--- src/rtl/arrayadd_pkg.sv ---
// Shared types and default widths for the array-add datapath.
// LAST_INDEX here matches the default IDX_W; modules derive their own from their parameter.
package arrayadd_pkg;

    localparam int DATA_W_DEF = 32;
    localparam int IDX_W_DEF  = 8;
    localparam int ACC_W_DEF  = 40;
    localparam int LAST_INDEX = (1 << IDX_W_DEF) - 1;

    typedef enum logic [1:0] {
        IDLE   = 2'd0,
        ACCUM  = 2'd1,
        REPORT = 2'd2
    } red_state_t;

endpackage

--- src/rtl/minmax_tracker.sv ---
// Unsigned running min/max with a load (first element) and an update enable.
// The next-state values are exported so the parent can capture them in the same edge.
module minmax_tracker #(
    parameter int DATA_W = 32
) (
    input  logic              clk,
    input  logic              rst_n,
    input  logic              load,
    input  logic              update,
    input  logic [DATA_W-1:0] din,
    output logic [DATA_W-1:0] min_q,
    output logic [DATA_W-1:0] max_q,
    output logic [DATA_W-1:0] min_nxt,
    output logic [DATA_W-1:0] max_nxt
);

    always_comb begin
        min_nxt = min_q;
        max_nxt = max_q;
        if (load) begin
            min_nxt = din;
            max_nxt = din;
        end else if (update) begin
            if (din < min_q) min_nxt = din;
            if (din > max_q) max_nxt = din;
        end
    end

    always_ff @(posedge clk) begin
        if (!rst_n) begin
            min_q <= '0;
            max_q <= '0;
        end else begin
            min_q <= min_nxt;
            max_q <= max_nxt;
        end
    end

endmodule

--- src/rtl/sum_reducer.sv ---
// Reduces one full index sweep of {index, sum} beats into total/min/max/count
// and presents it on a valid/ready result port, stalling the input while pending.
module sum_reducer
    import arrayadd_pkg::*;
#(
    parameter int DATA_W = DATA_W_DEF,
    parameter int IDX_W  = IDX_W_DEF,
    parameter int ACC_W  = ACC_W_DEF
) (
    input  logic              clk,
    input  logic              rst_n,
    input  logic              in_valid,
    input  logic [IDX_W-1:0]  in_index,
    input  logic [DATA_W-1:0] in_sum,
    output logic              in_ready,
    output logic              out_valid,
    input  logic              out_ready,
    output logic [ACC_W-1:0]  out_total,
    output logic [DATA_W-1:0] out_min,
    output logic [DATA_W-1:0] out_max,
    output logic [IDX_W:0]    out_count,
    output logic              out_seq_err,
    output logic              out_overflow
);

    localparam logic [IDX_W-1:0] LAST_IDX  = {IDX_W{1'b1}};
    localparam logic [IDX_W:0]   COUNT_MAX = {1'b1, {IDX_W{1'b0}}};

    red_state_t        state;
    logic [ACC_W-1:0]  total;
    logic [IDX_W:0]    count;
    logic [IDX_W-1:0]  expected;
    logic              seq_err;
    logic              overflow;

    logic              acc;
    logic              mm_load;
    logic              mm_update;
    logic [DATA_W-1:0] min_q, max_q, min_nxt, max_nxt;
    logic [ACC_W:0]    sum_wide;
    logic [IDX_W:0]    count_inc;
    logic              seq_err_nxt;
    logic              overflow_nxt;

    assign acc       = in_valid & in_ready;
    assign mm_load   = acc && (state == IDLE) && (in_index == '0);
    assign mm_update = acc && (state == ACCUM);

    // One extra bit catches the carry out of the accumulator.
    assign sum_wide     = {1'b0, total} + (ACC_W+1)'(in_sum);
    assign count_inc    = (count == COUNT_MAX) ? count : count + (IDX_W+1)'(1);
    assign seq_err_nxt  = seq_err | (in_index != expected);
    assign overflow_nxt = overflow | sum_wide[ACC_W];

    minmax_tracker #(.DATA_W(DATA_W)) u_minmax (
        .clk     (clk),
        .rst_n   (rst_n),
        .load    (mm_load),
        .update  (mm_update),
        .din     (in_sum),
        .min_q   (min_q),
        .max_q   (max_q),
        .min_nxt (min_nxt),
        .max_nxt (max_nxt)
    );

    always_ff @(posedge clk) begin
        if (!rst_n) begin
            state        <= IDLE;
            total        <= '0;
            count        <= '0;
            expected     <= '0;
            seq_err      <= 1'b0;
            overflow     <= 1'b0;
            in_ready     <= 1'b1;
            out_valid    <= 1'b0;
            out_total    <= '0;
            out_min      <= '0;
            out_max      <= '0;
            out_count    <= '0;
            out_seq_err  <= 1'b0;
            out_overflow <= 1'b0;
        end else begin
            case (state)
                IDLE: begin
                    // Beats before index 0 belong to a partial sweep and are dropped.
                    if (acc && in_index == '0) begin
                        total    <= ACC_W'(in_sum);
                        count    <= (IDX_W+1)'(1);
                        expected <= (IDX_W)'(1);
                        seq_err  <= 1'b0;
                        overflow <= 1'b0;
                        state    <= ACCUM;
                    end
                end
                ACCUM: begin
                    if (acc) begin
                        total    <= sum_wide[ACC_W-1:0];
                        count    <= count_inc;
                        expected <= in_index + (IDX_W)'(1);
                        seq_err  <= seq_err_nxt;
                        overflow <= overflow_nxt;
                        if (in_index == LAST_IDX) begin
                            // Capture the result including this last beat.
                            out_total    <= sum_wide[ACC_W-1:0];
                            out_min      <= min_nxt;
                            out_max      <= max_nxt;
                            out_count    <= count_inc;
                            out_seq_err  <= seq_err_nxt;
                            out_overflow <= overflow_nxt;
                            out_valid    <= 1'b1;
                            in_ready     <= 1'b0;
                            state        <= REPORT;
                        end
                    end
                end
                REPORT: begin
                    if (out_ready) begin
                        out_valid <= 1'b0;
                        in_ready  <= 1'b1;
                        state     <= IDLE;
                    end
                end
                default: begin
                    state     <= IDLE;
                    in_ready  <= 1'b1;
                    out_valid <= 1'b0;
                end
            endcase
        end
    end

endmodule

--- config.mk ---
export PLATFORM = sky130hd
export DESIGN_NAME = sum_reducer
export DESIGN_NICKNAME = d
export VERILOG_FILES = /design/src/rtl/arrayadd_pkg.sv /design/src/rtl/minmax_tracker.sv /design/src/rtl/sum_reducer.sv
export SDC_FILE = /design/constraint.sdc
export NUM_CORES = 1
export LEC_CHECK = 0
export ABC_AREA = 1
export CAP_MARGIN = 20
export CORE_MARGIN = 4
export CORE_UTILIZATION = 25
export DETAILED_ROUTE_END_ITERATION = 8
export GPL_ROUTABILITY_DRIVEN = 0
export PLACE_DENSITY_LB_ADDON = 0.2
export SLEW_MARGIN = 25
export SYNTH_ARGS = -nofsm -noshare
export SYNTH_HDL_FRONTEND = slang
export SYNTH_HIERARCHICAL = 1
export SYNTH_SLANG_ARGS = --single-unit
--- constraint.sdc ---
create_clock -name clk -period 2.05 [get_ports clk]
set_input_delay 0.41 -clock clk [delete_from_list [all_inputs] [get_ports clk]]
set_output_delay 0.41 -clock clk [all_outputs]
set_load 0.01 [all_outputs]
* After elaboration in Yosys (flattened, before gate mapping)
Cells that the tools add are included.
** Cells by class
- Add/sub/neg operators :: 3
- Multipliers :: 0
- Divide/modulo/power cells :: 0
- Order comparisons :: 2
- Eq/ne operators :: 9
- Shift operators :: 0
- Mux-type cells :: 34
- Bitwise gates (word level) :: 4
- Reductions and logical operators :: 11
** Operators with widths (count)
- 32-bit 2-to-1 mux :: 6
- 40-bit 2-to-1 mux :: 2
- 40-bit one-hot mux with 2 select lines :: 1
- 40-bit by 32-bit adder with 41-bit output :: 1
- 32-bit greater-than comparator :: 1
- 32-bit less-than comparator :: 1
- 9-bit 2-to-1 mux :: 3
- 9-bit one-hot mux with 2 select lines :: 1
- 8-bit 2-to-1 mux :: 2
- 8-bit one-hot mux with 2 select lines :: 1
- 9-bit by 1-bit adder with 9-bit output, second input constant :: 1
- 9-bit equality test, second input constant :: 1
- 1-bit 2-to-1 mux :: 9
- 8-bit by 1-bit adder with 8-bit output, second input constant :: 1
- 8-bit equality test, second input constant :: 1
- 8-bit logical NOT :: 1
- 2-bit 2-to-1 mux :: 4
- 8-bit inequality test :: 1
- 4-bit AND reduction :: 2
- 1-bit one-hot mux with 3 select lines :: 2
- 2-bit one-hot mux with 3 select lines :: 1
- 3-bit AND reduction :: 2
- 1-bit logical AND :: 4
- 2-bit by 1-bit inequality test with 1-bit output, second input constant :: 2
- other kinds (9) :: 12
** Word-level totals
- Register bits :: 242
- Bits in latches :: 0
- RAM bits :: 0
- ROM bits :: 0
- Input bits :: 44
- Word-level logic and storage cells :: 79
- Memories kept :: 0

* Depth between registers and ports, before layout
Gate-level depths: netlist of run 1.
- Word-level depth :: 4
- Gate-level depth with buffers :: 21
- Mapped depth without buffers :: 20

* Modules after synthesis
Netlist of run 1, hierarchy kept.
** Modules (own cells, without submodules)
- sum_reducer :: instances 1, cells each 1583, area each 10043.4 um2, seq. area each 3563.4 um2
- minmax_tracker :: instances 1, cells each 724, area each 4544.4 um2, seq. area each 1281.2 um2

* Least setup slack after synthesis of run 1
No wires, ideal clock.
- Kind :: reg-to-reg
- From :: register state[0]
- To :: register out_min[19]
- Setup time :: 116 ps
- Arrival :: 2104 ps
- Path slack :: -170 ps
- Stages on the path, launching flop included :: 18
- Path buffers :: 2
- Clock period less this slack :: 2220 ps
- Path through :: dfxtp_1 -> inv_2 -> nor2_2 -> inv_2 -> nor2_4 -> clkbuf_1 -> nand2_1 -> nor3_1 -> nand2_1 -> a21oi_2 -> nand2_4 -> nand2_4 -> buf_6 -> nand2_1 -> nand2_1 -> inv_1 -> o21ai_0 -> nor2_1
** On the way
- Cells in the longest elaborated chain, start to end :: 4
- Elaborated cells on any way between the ends :: 8
- Those cells by class :: eq/ne: 1; mux: 2; reduce/logical: 5
** Ends and longest elaborated chain
- from (decl) :: line sum_reducer.sv:29 : red_state_t state;
- from (signal assigned) :: line sum_reducer.sv:69 : state <= IDLE;
- from (signal assigned) :: line sum_reducer.sv:93 : state <= ACCUM;
- from (signal assigned) :: line sum_reducer.sv:113 : state <= REPORT;
- 2-bit by 1-bit equality test with 1-bit output :: line sum_reducer.sv:47 : assign mm_update = acc && (state == ACCUM);
- 1-bit logical AND :: line sum_reducer.sv:47
- net mm_update :: line sum_reducer.sv:38 : logic mm_update;
- 32-bit 2-to-1 mux :: line minmax_tracker.sv:23 : end else if (update) begin
- 32-bit 2-to-1 mux :: line minmax_tracker.sv:20 : if (load) begin
- net min_nxt[19] :: line sum_reducer.sv:39 : logic [DATA_W-1:0] min_q, max_q, min_nxt, max_nxt;
- to (signal assigned) :: line sum_reducer.sv:106 : out_min <= min_nxt;
- to (decl) :: line sum_reducer.sv:19 : output logic [DATA_W-1:0] out_min,
The timed path passes the listed nets, and every way through them passes these cells.
A chain may end at the register's enable or synchronous reset.

* Worst setup path after layout of run 1
- From :: register u_minmax.min_q[1]
- To :: register out_min[18]
** On the way
- Cells in the longest elaborated chain, start to end :: 4
** Ends and longest elaborated chain
- from (decl) :: line minmax_tracker.sv:11 : output logic [DATA_W-1:0] min_q,
- from (signal assigned) :: line minmax_tracker.sv:34 : min_q <= min_nxt;
- 32-bit less-than comparator :: line minmax_tracker.sv:24 : if (din < min_q) min_nxt = din;
- 32-bit 2-to-1 mux :: line minmax_tracker.sv:24
- 32-bit 2-to-1 mux :: line minmax_tracker.sv:23
- 32-bit 2-to-1 mux :: line minmax_tracker.sv:20
- net min_nxt[18] :: line sum_reducer.sv:39
The timed path passes the listed nets, and every way through them passes these cells.

==> results of run 1 <==
## per-layer routing
layer | share of wire [%] | track usage [%] | vias to the layer above
met5 | 0 | 0 | -
met4 | 2.0 | 3.35 | 0
met3 | 4.5 | 2.58 | 73
met2 | 47 | 27.5 | 304
met1 | 47 | 22.3 | 7291
li1 | - | - | 7945
## registers in the layout, summed over array words and instances, names as in the netlist, 2 cells and up
| signal | count |
|---|---|
| total | 40 |
| out_count | 9 |
| out_min | 32 |
| count | 9 |
| u_minmax/max_q | 32 |
| state | 2 |
| out_total | 40 |
| out_max | 32 |
| u_minmax/min_q | 32 |
| expected | 8 |
## cell usage in the layout, fill, tap and decap left out, types with 50 or more instances in the layout
cell type / netlist / layout
sky130_fd_sc_hd__nand3_2: 1 / 50
sky130_fd_sc_hd__nand2_1: 601 / 391
sky130_fd_sc_hd__nand2_2: 2 / 143
sky130_fd_sc_hd__nand3_1: 161 / 89
sky130_fd_sc_hd__dfxtp_1: 242 / 214
sky130_fd_sc_hd__clkdlybuf4s50_1: 0 / 126
sky130_fd_sc_hd__inv_1: 378 / 312
sky130_fd_sc_hd__a21oi_1: 107 / 75
sky130_fd_sc_hd__nand2_4: 3 / 70
sky130_fd_sc_hd__ha_4: 0 / 55
sky130_fd_sc_hd__nor2_1: 363 / 298
sky130_fd_sc_hd__buf_4: 3 / 217
sky130_fd_sc_hd__inv_2: 11 / 74
sky130_fd_sc_hd__o21ai_0: 127 / 59
## worst max-delay path by stage
stage	start	to	slack (ns)
global placement	in_sum[7]	out_total[33]	-1.02
CTS	u_minmax/max_q[28]	out_max[24]	-0.14
detailed placement	in_sum[7]	out_total[33]	-1.03
floorplan	in_index[0]	out_max[0]	-0.03
finish	u_minmax/min_q[1]	out_min[18]	-0.15
global route	u_minmax/min_q[29]	out_min[18]	-0.25
## worst min-delay path, delay by kind of cell
family | cells | cell delay, ns
AO/OA/AOI/OAI | 1 | 0.11
buffers and inverters | 1 | 0.23
AND/OR/NAND/NOR | 1 | 0.04
## per-stage QoR
step	cell area (um2)	util (%)	std cells	setup slack, ns
after floorplan	14600	-	2307	-0.0350
after global placement	18700	32.4	3388	-1.02
after detailed placement	18700	32.4	3388	-1.03
after CTS	21200	36.8	3472	-0.136
after global routing	23200	40.3	3490	-0.248
final	23200	40.3	3490	-0.153
## power groups by stage
stage / registers [mW] / clock network [mW] / logic (mW)
3_5_place_dp: 4.81 / 0 / 0.929
4_1_cts: 4.71 / 5.57 / 1.05
2_1_floorplan: 4.81 / 0 / 0.437
6_report: 4.71 / 5.40 / 1.20
3_3_place_gp: 4.81 / 0 / 0.921
5_1_grt: 4.71 / 5.74 / 1.32
## final cells by class
cell class / count / area (um2)
flip-flops and latches: 242 / 4880
clock buffers: 46 / 902
repair buffers: 449 / 4370
fillers: 5951 / 34500
inverters: 389 / 1470
diodes: 1 / 2.50
well taps: 765 / 957
multi-input cells: 1589 / 10500
clock inverters: 9 / 100
## synthesized netlist by cell type, types with 2 or more instances
cell,instances,area [um2]
sky130_fd_sc_hd__nand2_1,601,2260
sky130_fd_sc_hd__inv_1,378,1420
sky130_fd_sc_hd__nor2_1,363,1360
sky130_fd_sc_hd__dfxtp_1,242,4840
sky130_fd_sc_hd__nand3_1,161,806
sky130_fd_sc_hd__o21ai_0,127,636
sky130_fd_sc_hd__a21oi_1,107,536
sky130_fd_sc_hd__ha_1,99,1240
sky130_fd_sc_hd__clkbuf_1,44,165
sky130_fd_sc_hd__xor2_1,21,184
sky130_fd_sc_hd__buf_2,18,90.1
sky130_fd_sc_hd__nand4_1,15,93.8
sky130_fd_sc_hd__or2_2,15,93.8
sky130_fd_sc_hd__buf_6,14,158
sky130_fd_sc_hd__o211ai_1,14,105
sky130_fd_sc_hd__inv_2,11,41.3
sky130_fd_sc_hd__nor3_1,11,55.1
sky130_fd_sc_hd__o21bai_1,8,60.1
sky130_fd_sc_hd__xnor2_1,8,70.1
sky130_fd_sc_hd__buf_1,7,26.3
sky130_fd_sc_hd__nand3b_1,6,45.0
sky130_fd_sc_hd__a31oi_1,5,31.3
sky130_fd_sc_hd__nor4_1,5,31.3
sky130_fd_sc_hd__buf_4,3,22.5
sky130_fd_sc_hd__nand2_4,3,33.8
sky130_fd_sc_hd__a21o_1,2,15.0
sky130_fd_sc_hd__nand2_2,2,12.5
sky130_fd_sc_hd__o21ai_1,2,10.0
## repair_timing
item / in CTS / in global routing
setup buffers: 25 / 16
cloned: 5 / 7
pin swaps: 99 / 176
gates resized for setup: 384 / 492
hold buffers: 0 / 0
setup endpoints to repair: 219 / 217
## cells by family after synthesis
group           after synthesis
simple gates               1189
buf+inv                     476
compound gates              271
flops                       242
fa+ha+maj                   100
xor+xnor                     29
==> reports/qor.txt, run 1 <==
=================================================================================================================
Synthesized cell area                                                                                  14,600 um2
Fraction of layout cells with a size suffix above 1                                                         35.2%
Maximum number of pins on one net before global-route repair                                                   65
Critical path depth in cells                                                                                   19
Clock transition at the register clock pins on the worst setup and hold paths after CTS                   0.06 ns
Vias in the first global route                                                                             15,200
Compound-gate portion of the synthesized area                                                               9.91%
Wire length of the first global-routing pass                                                              83.2 mm
Number of synthesized register bits                                                                           242
Overall die width                                                                                          250 um
Port Buf Inserts                                                                                              160
Main flop type after synthesis                                                                       sky130_fd_sc_hd__dfxtp_1
Area Growth Syn to Fin                                                                                      59.2%
GRT Overall Usage                                                                                           16.4%
Worst Reg2Reg Path Length in Cells                                                                             19
Die H                                                                                                      250 um
Required time at the worst-slack endpoint                                                                 2.51 ns
Routed via count                                                                                           15,600
Hold Crit Class                                                                                      input pin to flop
Router iterations before antenna repair                                                                         6
Net switching power                                                                                       2.84 mW
Most frequent cell on the critical path                                                              sky130_fd_sc_hd__nand2_1
Slew Limit Headroom                                                                                         65.3%
Clk sink count                                                                                                242
Share of the yosys chip area belonging to registers                                                         33.2%
Total power after layout                                                                                  11.3 mW
Minimum clock period                                                                                      2.20 ns
Root buffer cell                                                                                     sky130_fd_sc_hd__clkbuf_16
Achievable frequency                                                                                      454 MHz
Via/cell ratio                                                                                               4.47
Power Dens Cells                                                                                       487 nW/um2
Worst Max-Slew Pin Slew                                                                                  0.521 ns
Number of failing hold endpoints at the final stage                                                             0
CP endpoint kind                                                                                             flop
Peak ir drop on the vdd network                                                                            579 uV
Source-to-sink clock delay at the later pin of the worst-skew pair                                        0.57 ns
Max capacitance violation total                                                                                 0
Kind of cell adding the most delay to the critical path                                              simple AND/OR/NAND/NOR gates
Largest fanout of any net on the critical path                                                                  8
Netlist cell types                                                                                             43
Cell internal power dissipation                                                                           8.47 mW
Count of flip-flops with a built-in enable after synthesis                                                      0
Synthesized area divided by synthesized cell count                                                       6.32 um2
Arithmetic-cell share of the synthesized area counting full adders, half adders and majority gates          8.63%
Final #Nets                                                                                                 2,845
Lkg Pwr                                                                                                   11.4 nW
Critical register-to-register path startpoint                                                        u_minmax/min_q[1]
Instance count along the most critical hold path                                                                3
Number of DRC markers in iteration 0                                                                          751
Clk network pwr share                                                                                       47.7%
CTS tree                                                                                                    built
Portion of total power attributed to combinational logic                                                    10.6%
Number of routed nets with antenna violations                                                                   0
Startpoint class of the critical path                                                                        flop
Setup violators final                                                                                          95
Worst path arrival time                                                                                   2.66 ns
Number of placement rows                                                                                       88
Detailed placement HPWL                                                                                   40.0 mm
Htree depth                                                                                                     1
TritonCTS Buffers                                                                                              30
Final setup TNS                                                                                          -5.27 ns
Gr ovfl total                                                                                                   0
Clk_skew                                                                                                0.0109 ns
Post-route setup slack                                                                                  -0.153 ns
Async set-or-reset flop fraction in the synthesized netlist                                                    0%
Starting utilization of the core area                                                                       25.3%
Number of DRC violations after detailed routing                                                                 0
Largest incremental delay on the critical path                                                            0.32 ns
Critical path, cell by cell                                                                          inv_1 > ha_1 > nand2_1 > nand2_1 > nand2_1 > nand2_1 > nand2_1 > nand2_2 > nand2_2 > nand2_2 > nand2_2 > nand2_4 > buf_12 > clkbuf_16 > nand3_4 > nand2_4 > inv_2 > o21ai_2 > nor2_1
Share of cell area taken by muxes after synthesis                                                              0%
Buf/Inv on CP                                                                                                   4
Worst hold path startpoint                                                                                  rst_n
Worst hold endpoint                                                                                   out_min[19]
XOR/XNOR share of the synthesized area                                                                      1.74%
Violated checks                                                                                      negative setup slack
Number of antenna violations at the first check in global routing                                               3
Worst-case hold slack                                                                                    0.273 ns
DIE AREA                                                                                               62,300 um2
Ratio of final minimum period to clock period                                                                107%
Sequential cell fraction of total power                                                                     41.6%
Average wire per standard cell                                                                            15.9 um
Largest family of logic cells by synthesized area                                                    simple AND/OR/NAND/NOR gates
Cells after synthesis                                                                                       2,307
Sw Ratio                                                                                                    25.1%
Final slew viol count                                                                                           0
Standard cell with the maximum stage delay on the critical path                                      sky130_fd_sc_hd__dfxtp_1
Setup repair after global routing missed its margin                                                          true
Category of the most critical setup path                                                             flop to flop
Register-to-Register Setup Slack                                                                         -0.15 ns
Basic-gate share of the synthesized area counting and, or, nand and nor cells                               33.3%
Synth Net Count                                                                                             2,451
Area of the core                                                                                       57,700 um2
Synth Warn #                                                                                                    6
Maximum count of clock buffers along a single path                                                              3
Run status                                                                                           finished, violations left
Wire length reported by the detailed router                                                               55.4 mm
R2r endpoint                                                                                          out_min[18]
I/O pin cnt                                                                                                   161
=================================================================================================================
No activity file was read; power rests on OpenSTA's default activity.
==> inputs of run 2 (changes only) <==
==> constraint.sdc (replaced) <==
create_clock -name clk -period 2.4 [get_ports clk]
set_input_delay 0.48 -clock clk [delete_from_list [all_inputs] [get_ports clk]]
set_output_delay 0.48 -clock clk [all_outputs]
set_load 0.01 [all_outputs]
==> run 2 against run 1 <==
- final area is 16% lower
- clock skew is 0.0090 ns higher
- flip-flop and latch count stayed put
- first-iteration DRC count is 4.0% higher
- critical path type is now input pin to flop
- the run now ends clean
- global-route usage is 0.38 points lower
- utilization is 6.2 points lower
- cell count is 2.5% lower
- via count is 4.7% lower
- sequential power is 15% lower
- worst hold slack better by 0.056 ns
==> reports/qor.txt, run 2 (synthesized netlist as in run 1, its figures left out) <==
======================================================================================================
Run status                                                                                   completed   was finished, violations left
TritonCTS Buffers                                                                                   30   unchanged
Clock transition at the register clock pins on the worst setup and hold paths after CTS        0.06 ns   about the same
Die H                                                                                           250 um   unchanged
Number of DRC violations after detailed routing                                                      0   unchanged
Worst Max-Slew Pin Slew                                                                       0.478 ns   was 0.521 ns
Critical register-to-register path startpoint                                             u_minmax/max_q[31]   was u_minmax/min_q[1]
Number of antenna violations at the first check in global routing                                    2   was 3
Post-route setup slack                                                                        0.111 ns   was -0.153 ns
Hold Crit Class                                                                           input pin to flop   unchanged
Max capacitance violation total                                                                      0   unchanged
GR Layer Usage met1                                                                              22.3%   about the same
Starting utilization of the core area                                                            25.3%   unchanged
Detailed placement HPWL                                                                        39.8 mm   was 40.0 mm
Met3 layer usage reported by global route                                                        2.66%   was 2.58%
Wire length of the first global-routing pass                                                   81.5 mm   was 83.2 mm
Via/cell ratio                                                                                    4.37   was 4.47
Final #Nets                                                                                      2,758   was 2,845
Clk sink count                                                                                     242   unchanged
Power Dens Cells                                                                            480 nW/um2   was 487 nW/um2
Number of placement rows                                                                            88   unchanged
Maximum count of clock buffers along a single path                                                   3   unchanged
Number of failing hold endpoints at the final stage                                                  0   unchanged
Average wire per standard cell                                                                 15.1 um   was 15.9 um
Kind of cell adding the most delay to the critical path                                   buffers and inverters   was simple AND/OR/NAND/NOR gates
Final setup TNS                                                                                   0 ns   was -5.27 ns
Cell area reported after detailed placement                                                 18,300 um2   was 18,700 um2
Worst hold path startpoint                                                                       rst_n   unchanged
Pre-CTS WS                                                                                   -0.824 ns   was -1.03 ns
Startpoint class of the critical path                                                        input pin   was flop
Number of routed nets with antenna violations                                                        0   unchanged
Fraction of layout cells with a size suffix above 1                                              12.7%   was 35.2%
Met2 track utilization from global routing                                                       25.9%   was 27.5%
Htree depth                                                                                          1   unchanged
Final design instance area without fill                                                     19,600 um2   was 23,200 um2
Port Buf Inserts                                                                                   160   unchanged
Achievable frequency                                                                           437 MHz
Overall die width                                                                               250 um   unchanged
Lkg Pwr                                                                                        9.93 nW   was 11.4 nW
Required time at the worst-slack endpoint                                                      2.92 ns   was 2.51 ns
Worst-case hold slack                                                                         0.329 ns   was 0.273 ns
Minimum clock period                                                                           2.29 ns
Setup violators final                                                                                0   was 95
Routed via count                                                                                14,900   was 15,600
CP Capture Point                                                                          out_overflow   was out_min[18]
Largest fanout of any net on the critical path                                                      16   was 8
Gr ovfl total                                                                                        0   unchanged
Leading cell type in the layout, fill and taps excluded                                   sky130_fd_sc_hd__nand2_1   unchanged
Largest incremental delay on the critical path                                                 0.59 ns   was 0.32 ns
Wire length reported by the detailed router                                                    51.2 mm   was 55.4 mm
Root buffer cell                                                                          sky130_fd_sc_hd__clkbuf_16   unchanged
Slew Limit Headroom                                                                              68.1%   was 65.3%
Register-to-Register Setup Slack                                                               0.17 ns   was -0.15 ns
Largest registers                                                                         out_total: 40 flops, total: 40 flops   unchanged
GRT Overall Usage                                                                                16.0%   was 16.4%
Worst Reg2Reg Path Length in Cells                                                                  16   was 19
Clk_skew                                                                                     0.0199 ns   was 0.0109 ns
Final slew viol count                                                                                0   unchanged
R2r endpoint                                                                               out_max[28]   was out_min[18]
CTS tree                                                                                         built   unchanged
Vias in the first global route                                                                  14,700   was 15,200
Category of the most critical setup path                                                  input pin to flop   was flop to flop
Source-to-sink clock delay at the later pin of the worst-skew pair                             0.58 ns   was 0.57 ns
Area of the core                                                                            57,700 um2   unchanged
Top library cells by usage in the layout, fill and taps aside                             sky130_fd_sc_hd__nand2_1 (592), sky130_fd_sc_hd__inv_1 (377), sky130_fd_sc_hd__nor2_1 (351)   was sky130_fd_sc_hd__nand2_1 (391), sky130_fd_sc_hd__inv_1 (312), sky130_fd_sc_hd__nor2_1 (298)
Buffers inserted by post-CTS timing repair                                                           0   was 25
Critical path depth in cells                                                                        12   was 19
Most Used Layer, Global Route                                                                     met2   unchanged
Maximum number of pins on one net before global-route repair                                        65   unchanged
Router iterations before antenna repair                                                              6   unchanged
Ratio of final minimum period to clock period                                                    95.4%
Final core utilization                                                                           34.0%   was 40.3%
Peak ir drop on the vdd network                                                                 523 uV   was 579 uV
Crit path from                                                                                in_valid   was u_minmax/min_q[1]
Buf/Inv on CP                                                                                        6   was 4
Critical path, cell by cell                                                               clkdlybuf4s50_1 > nand2_1 > nor2_4 > buf_4 > buf_6 > nand3_2 > clkinv_4 > buf_4 > nor2_1 > nor2_1 > o21ai_0 > inv_1   was inv_1 > ha_1 > nand2_1 > nand2_1 > nand2_1 > nand2_1 > nand2_1 > nand2_2 > nand2_2 > nand2_2 > nand2_2 > nand2_4 > buf_12 > clkbuf_16 > nand3_4 > nand2_4 > inv_2 > o21ai_2 > nor2_1
CP endpoint kind                                                                                  flop   unchanged
DIE AREA                                                                                    62,300 um2   unchanged
Worst path arrival time                                                                        2.81 ns   was 2.66 ns
Standard cell with the maximum stage delay on the critical path                           sky130_fd_sc_hd__clkdlybuf4s50_1   was sky130_fd_sc_hd__dfxtp_1
Area Growth Syn to Fin                                                                           34.5%   was 59.2%
Number of DRC markers in iteration 0                                                               781   was 751
I/O pin cnt                                                                                        161   unchanged
======================================================================================================
[run 2: cell count changes in the layout (fill, tap and decap cells not counted), sizes merged, moves of 4 or more]
cell	change
buf	-80
clkbuf	-10
clkdlybuf4s15	-5
clkdlybuf4s50	+7
dlygate4sd2	-4
dlymetal6s2s	+6
[run 2: how the worst min path moves through the flow]
| stage | to | slack [ns] | cells after the start |
|---|---|---|---|
| final | out_min[20] | 0.33 | 3 |
| after detailed placement | seq_err | 0.45 | 2 |
| after floorplan | seq_err | 0.44 | 2 |
| after global placement | seq_err | 0.45 | 2 |
| after global routing | out_min[31] | 0.33 | 3 |
| after CTS | out_max[22] | 0.31 | 3 |
[run 2: routing by layer]
layer,vias up,share of wire [%],routed length [um]
li1,7785,-,-
met1,6757,50,25400
met2,272,44,22400
met3,60,4.6,2330
met4,0,2.1,1070
met5,-,0,0
[run 2: final cells by class]
class | instances | area, um2
well taps | 765 | 957
repair buffers | 362 | 3300
clock buffers | 47 | 935
multi-input cells | 1589 | 8040
inverters | 389 | 1470
clock inverters | 7 | 80.1
diodes | 1 | 2.50
flip-flops and latches | 242 | 4840
fillers | 6298 | 38100
[run 2: power by group]
part	switching (mW)	internal, mW	total [mW]
clock	1.84	2.76	4.60
sequential	0.00188	4.02	4.02
combinational	0.466	0.330	0.796
total	2.31	7.11	9.42
[run 2: per-stage QoR]
| step | power, mW | instances |
|---|---|---|
| finish | 9.42 | 3402 |
| floorplan | 4.48 | 2307 |
| detailed placement | 4.90 | 3347 |
| global placement | 4.89 | 3347 |
| CTS | 9.60 | 3401 |
| global route | 9.85 | 3401 |
[run 2: worst register-to-register path, cell delays in order, from the launching register on]
cell                      delay [ns]
sky130_fd_sc_hd__dfxtp_1        0.31
sky130_fd_sc_hd__inv_1          0.05
sky130_fd_sc_hd__ha_1           0.29
sky130_fd_sc_hd__nand2_1        0.07
sky130_fd_sc_hd__nor2_1         0.14
sky130_fd_sc_hd__nand2_1        0.15
sky130_fd_sc_hd__nor2_2         0.16
sky130_fd_sc_hd__nand2_1        0.06
sky130_fd_sc_hd__nand2_1        0.09
sky130_fd_sc_hd__nand2_4        0.09
sky130_fd_sc_hd__nand2_4        0.10
sky130_fd_sc_hd__buf_12         0.14
sky130_fd_sc_hd__nand2_1        0.07
sky130_fd_sc_hd__nand2_1        0.10
sky130_fd_sc_hd__inv_1          0.05
sky130_fd_sc_hd__o21ai_0        0.20
sky130_fd_sc_hd__nor2_1         0.06
[run 2: repair_timing]
action                                 4_1_cts  5_1_grt
hold buffers                                 0        0
endpoints found under the hold margin        0        0
setup endpoints to repair                   42      148
pin swaps                                    0        3
resized for setup                           28       76
==> inputs of run 3 (changes only) <==
--- a/config.mk
+++ b/config.mk
@@ -7,10 +7,10 @@
 export LEC_CHECK = 0
 export ABC_AREA = 1
 export CAP_MARGIN = 20
-export CORE_MARGIN = 4
-export CORE_UTILIZATION = 25
+export CORE_UTILIZATION = 45
 export DETAILED_ROUTE_END_ITERATION = 8
 export GPL_ROUTABILITY_DRIVEN = 0
+export MAX_ROUTING_LAYER = met4
 export PLACE_DENSITY_LB_ADDON = 0.2
 export SLEW_MARGIN = 25
 export SYNTH_ARGS = -nofsm -noshare
==> run 3 against run 2 <==
- clock-buffer cell count down 13
- register-to-register slack worse by 0.07 ns
- utilization is 26 points higher
- via count grew 1.3%
- first-iteration DRC count up 38%
- non-clock buffer count is 22 lower
==> reports/qor.txt, run 3 (synthesized netlist as in run 1, its figures left out) <==
======================================================================================================
Hold Crit Class                                                                           input pin to flop   unchanged
Hold buffers post-CTS                                                                                0   unchanged
Die H                                                                                           182 um   was 250 um
Worst-case hold slack                                                                         0.382 ns   was 0.329 ns
Router iterations before antenna repair                                                              5   was 6
Largest registers                                                                         out_total: 40 flops, total: 40 flops   unchanged
Maximum count of clock buffers along a single path                                                   3   unchanged
Most Used Layer, Global Route                                                                     met2   unchanged
Worst path arrival time                                                                        2.75 ns   was 2.81 ns
Number of failing hold endpoints at the final stage                                                  0   unchanged
Wire length reported by the detailed router                                                    44.1 mm   was 51.2 mm
Slew Limit Headroom                                                                              55.8%   was 68.1%
Register-to-Register Setup Slack                                                                0.1 ns   was 0.17 ns
GR Layer Usage met1                                                                              36.2%   was 22.3%
Worst hold endpoint                                                                           state[1]   was out_min[20]
Required time at the worst-slack endpoint                                                      2.85 ns   was 2.92 ns
I/O pin cnt                                                                                        161   unchanged
Starting utilization of the core area                                                            46.0%   was 25.3%
Clock transition at the register clock pins on the worst setup and hold paths after CTS        0.06 ns   about the same
Diodes inserted                                                                                      0   was 1
Number of placement rows                                                                            65   was 88
Setup violators final                                                                                0   unchanged
Total of fill cells in the finished design                                                       3,013   was 6,298
CTS tree                                                                                         built   unchanged
Vias in the first global route                                                                  14,300   was 14,700
R2r endpoint                                                                               out_max[22]   was out_max[28]
Worst hold path startpoint                                                                       rst_n   unchanged
Largest fanout of any net on the critical path                                                      16   unchanged
Peak ir drop on the vdd network                                                                 487 uV   was 523 uV
DIE AREA                                                                                    33,100 um2   was 62,300 um2
Port Buf Inserts                                                                                   160   unchanged
Htree depth                                                                                          1   unchanged
Lkg Pwr                                                                                        9.84 nW   was 9.93 nW
Maximum number of pins on one net before global-route repair                                       121   was 65
Worst Reg2Reg Path Length in Cells                                                                  14   was 16
Final #Nets                                                                                      2,733   was 2,758
Source-to-sink clock delay at the later pin of the worst-skew pair                             0.56 ns   was 0.58 ns
Max capacitance violation total                                                                      0   unchanged
Met3 layer usage reported by global route                                                        3.07%   was 2.66%
Clk sink count                                                                                     242   unchanged
Routed via count                                                                                15,100   was 14,900
Startpoint class of the critical path                                                             flop   was input pin
Number of routed nets with antenna violations                                                        0   unchanged
Minimum clock period                                                                           2.30 ns   was 2.29 ns
Run status                                                                                   completed   unchanged
Overall die width                                                                               182 um   was 250 um
Power Dens Cells                                                                            484 nW/um2   was 480 nW/um2
Leading cell type in the layout, fill and taps excluded                                   sky130_fd_sc_hd__nand2_1   unchanged
Detailed placement HPWL                                                                        33.6 mm   was 39.8 mm
Final slew viol count                                                                                0   unchanged
Fraction of layout cells with a size suffix above 1                                              11.9%   was 12.7%
Wire length of the first global-routing pass                                                   71.5 mm   was 81.5 mm
Category of the most critical setup path                                                  flop to flop   was input pin to flop
Area Growth Syn to Fin                                                                           30.0%   was 34.5%
Number of DRC markers in iteration 0                                                             1,077   was 781
Gr ovfl total                                                                                        0   unchanged
TritonCTS Buffers                                                                                   27   was 30
Instance count along the most critical hold path                                                     3   unchanged
CP endpoint kind                                                                                  flop   unchanged
Top library cells by usage in the layout, fill and taps aside                             sky130_fd_sc_hd__nand2_1 (589), sky130_fd_sc_hd__inv_1 (377), sky130_fd_sc_hd__nor2_1 (349)   was sky130_fd_sc_hd__nand2_1 (592), sky130_fd_sc_hd__inv_1 (377), sky130_fd_sc_hd__nor2_1 (351)
Area of the core                                                                            31,700 um2   was 57,700 um2
Average wire per standard cell                                                                 14.6 um   was 15.1 um
Achievable frequency                                                                           434 MHz   was 437 MHz
Critical register-to-register path startpoint                                             u_minmax/max_q[7]   was u_minmax/max_q[31]
GRT Overall Usage                                                                                27.3%   was 16.0%
Via/cell ratio                                                                                    5.01   was 4.37
Clk_skew                                                                                    0.00998 ns   was 0.0199 ns
Number of antenna violations at the first check in global routing                                    0   was 2
Ratio of final minimum period to clock period                                                    95.9%   was 95.4%
Total power after layout                                                                       9.17 mW   was 9.42 mW
Met2 track utilization from global routing                                                       43.7%   was 25.9%
Worst Max-Slew Pin Slew                                                                       0.663 ns   was 0.478 ns
Number of DRC violations after detailed routing                                                      0   unchanged
Root buffer cell                                                                          sky130_fd_sc_hd__clkbuf_16   unchanged
======================================================================================================
## run 3: cell count changes in the layout (fill, tap and decap cells not counted), sizes merged
cell           delta
buf              -22
clkbuf           -14
dlygate4sd2      -10
dlymetal6s2s      +7
clkdlybuf4s50     +4
bufinv            +3
clkinv            +3
inv               +2
clkinvlp          -1
diode             -1
## run 3: how the worst max path moves through the flow
stage                                  from       endpoint  slack [ns]
after detailed placement          in_sum[5]    out_min[19]       -0.69
after floorplan                    in_valid    out_min[19]        0.12
after global routing              in_sum[9]    out_max[14]      -0.006
final                     u_minmax/max_q[7]    out_max[22]         0.1
after CTS                         in_sum[4]    out_min[31]       0.001
after global placement            in_sum[4]  out_total[31]       -0.66
## run 3: repair_timing
action / CTS / global route
cloned: 0 / 0
setup buffers: 0 / 0
gates resized for setup: 10 / 82
pin swaps: 0 / 2
setup endpoints to repair: 15 / 129
## run 3: power breakdown
part           leakage [nW]  internal, mW  total, mW  switching, mW
registers              1.95          4.02       4.02        0.00179
logic                  7.43         0.327      0.783          0.455
clock network         0.463          2.62       4.37           1.75
total                  9.84          6.97       9.17           2.21
## run 3: final cells by class
type / count / area [um2] / share of cell area (%)
multi-input combinational: 1589 / 8010 / 42.2
sequential: 242 / 4840 / 25.5
timing repair buffer: 340 / 3220 / 17.0
inverter: 389 / 1460 / 7.71
clock buffer: 34 / 742 / 3.91
tap: 402 / 503 / 2.65
clock inverter: 14 / 188 / 0.989
## run 3: routing by layer
metal,wire length [um],share of wire [%]
met1,20400,46
met2,20000,45
met3,2560,5.8
met4,1160,2.6
met5,0,0
## run 3: metrics by stage
step	cells	instance area [um2]	setup slack (ns)	setup TNS [ns]	utilization (%)
3_3_place_gp	2962	17800	-0.661	-90.80	56.1
6_report	3010	19000	0.0975	0	59.8
2_1_floorplan	2307	14600	0.118	0	-
5_1_grt	3010	19000	-0.00626	-0.0160	59.8
3_5_place_dp	2962	17800	-0.691	-95.29	56.1
4_1_cts	3010	18700	0.00117	0	59.1
## run 3: worst max-delay path, cell delays in order (launching register included)
cell and delay [ns]:
sky130_fd_sc_hd__dfxtp_1 0.31, sky130_fd_sc_hd__inv_1 0.09, sky130_fd_sc_hd__ha_1 0.32, sky130_fd_sc_hd__nand2_1 0.09, sky130_fd_sc_hd__nor2_1 0.19, sky130_fd_sc_hd__nand4_1 0.16
sky130_fd_sc_hd__nor2_2 0.16, sky130_fd_sc_hd__a21boi_1 0.12, sky130_fd_sc_hd__nand2_4 0.13, sky130_fd_sc_hd__buf_12 0.15, sky130_fd_sc_hd__nand3_1 0.09, sky130_fd_sc_hd__nand2_1 0.11
sky130_fd_sc_hd__inv_1 0.04, sky130_fd_sc_hd__o21ai_0 0.18, sky130_fd_sc_hd__nor2_1 0.05
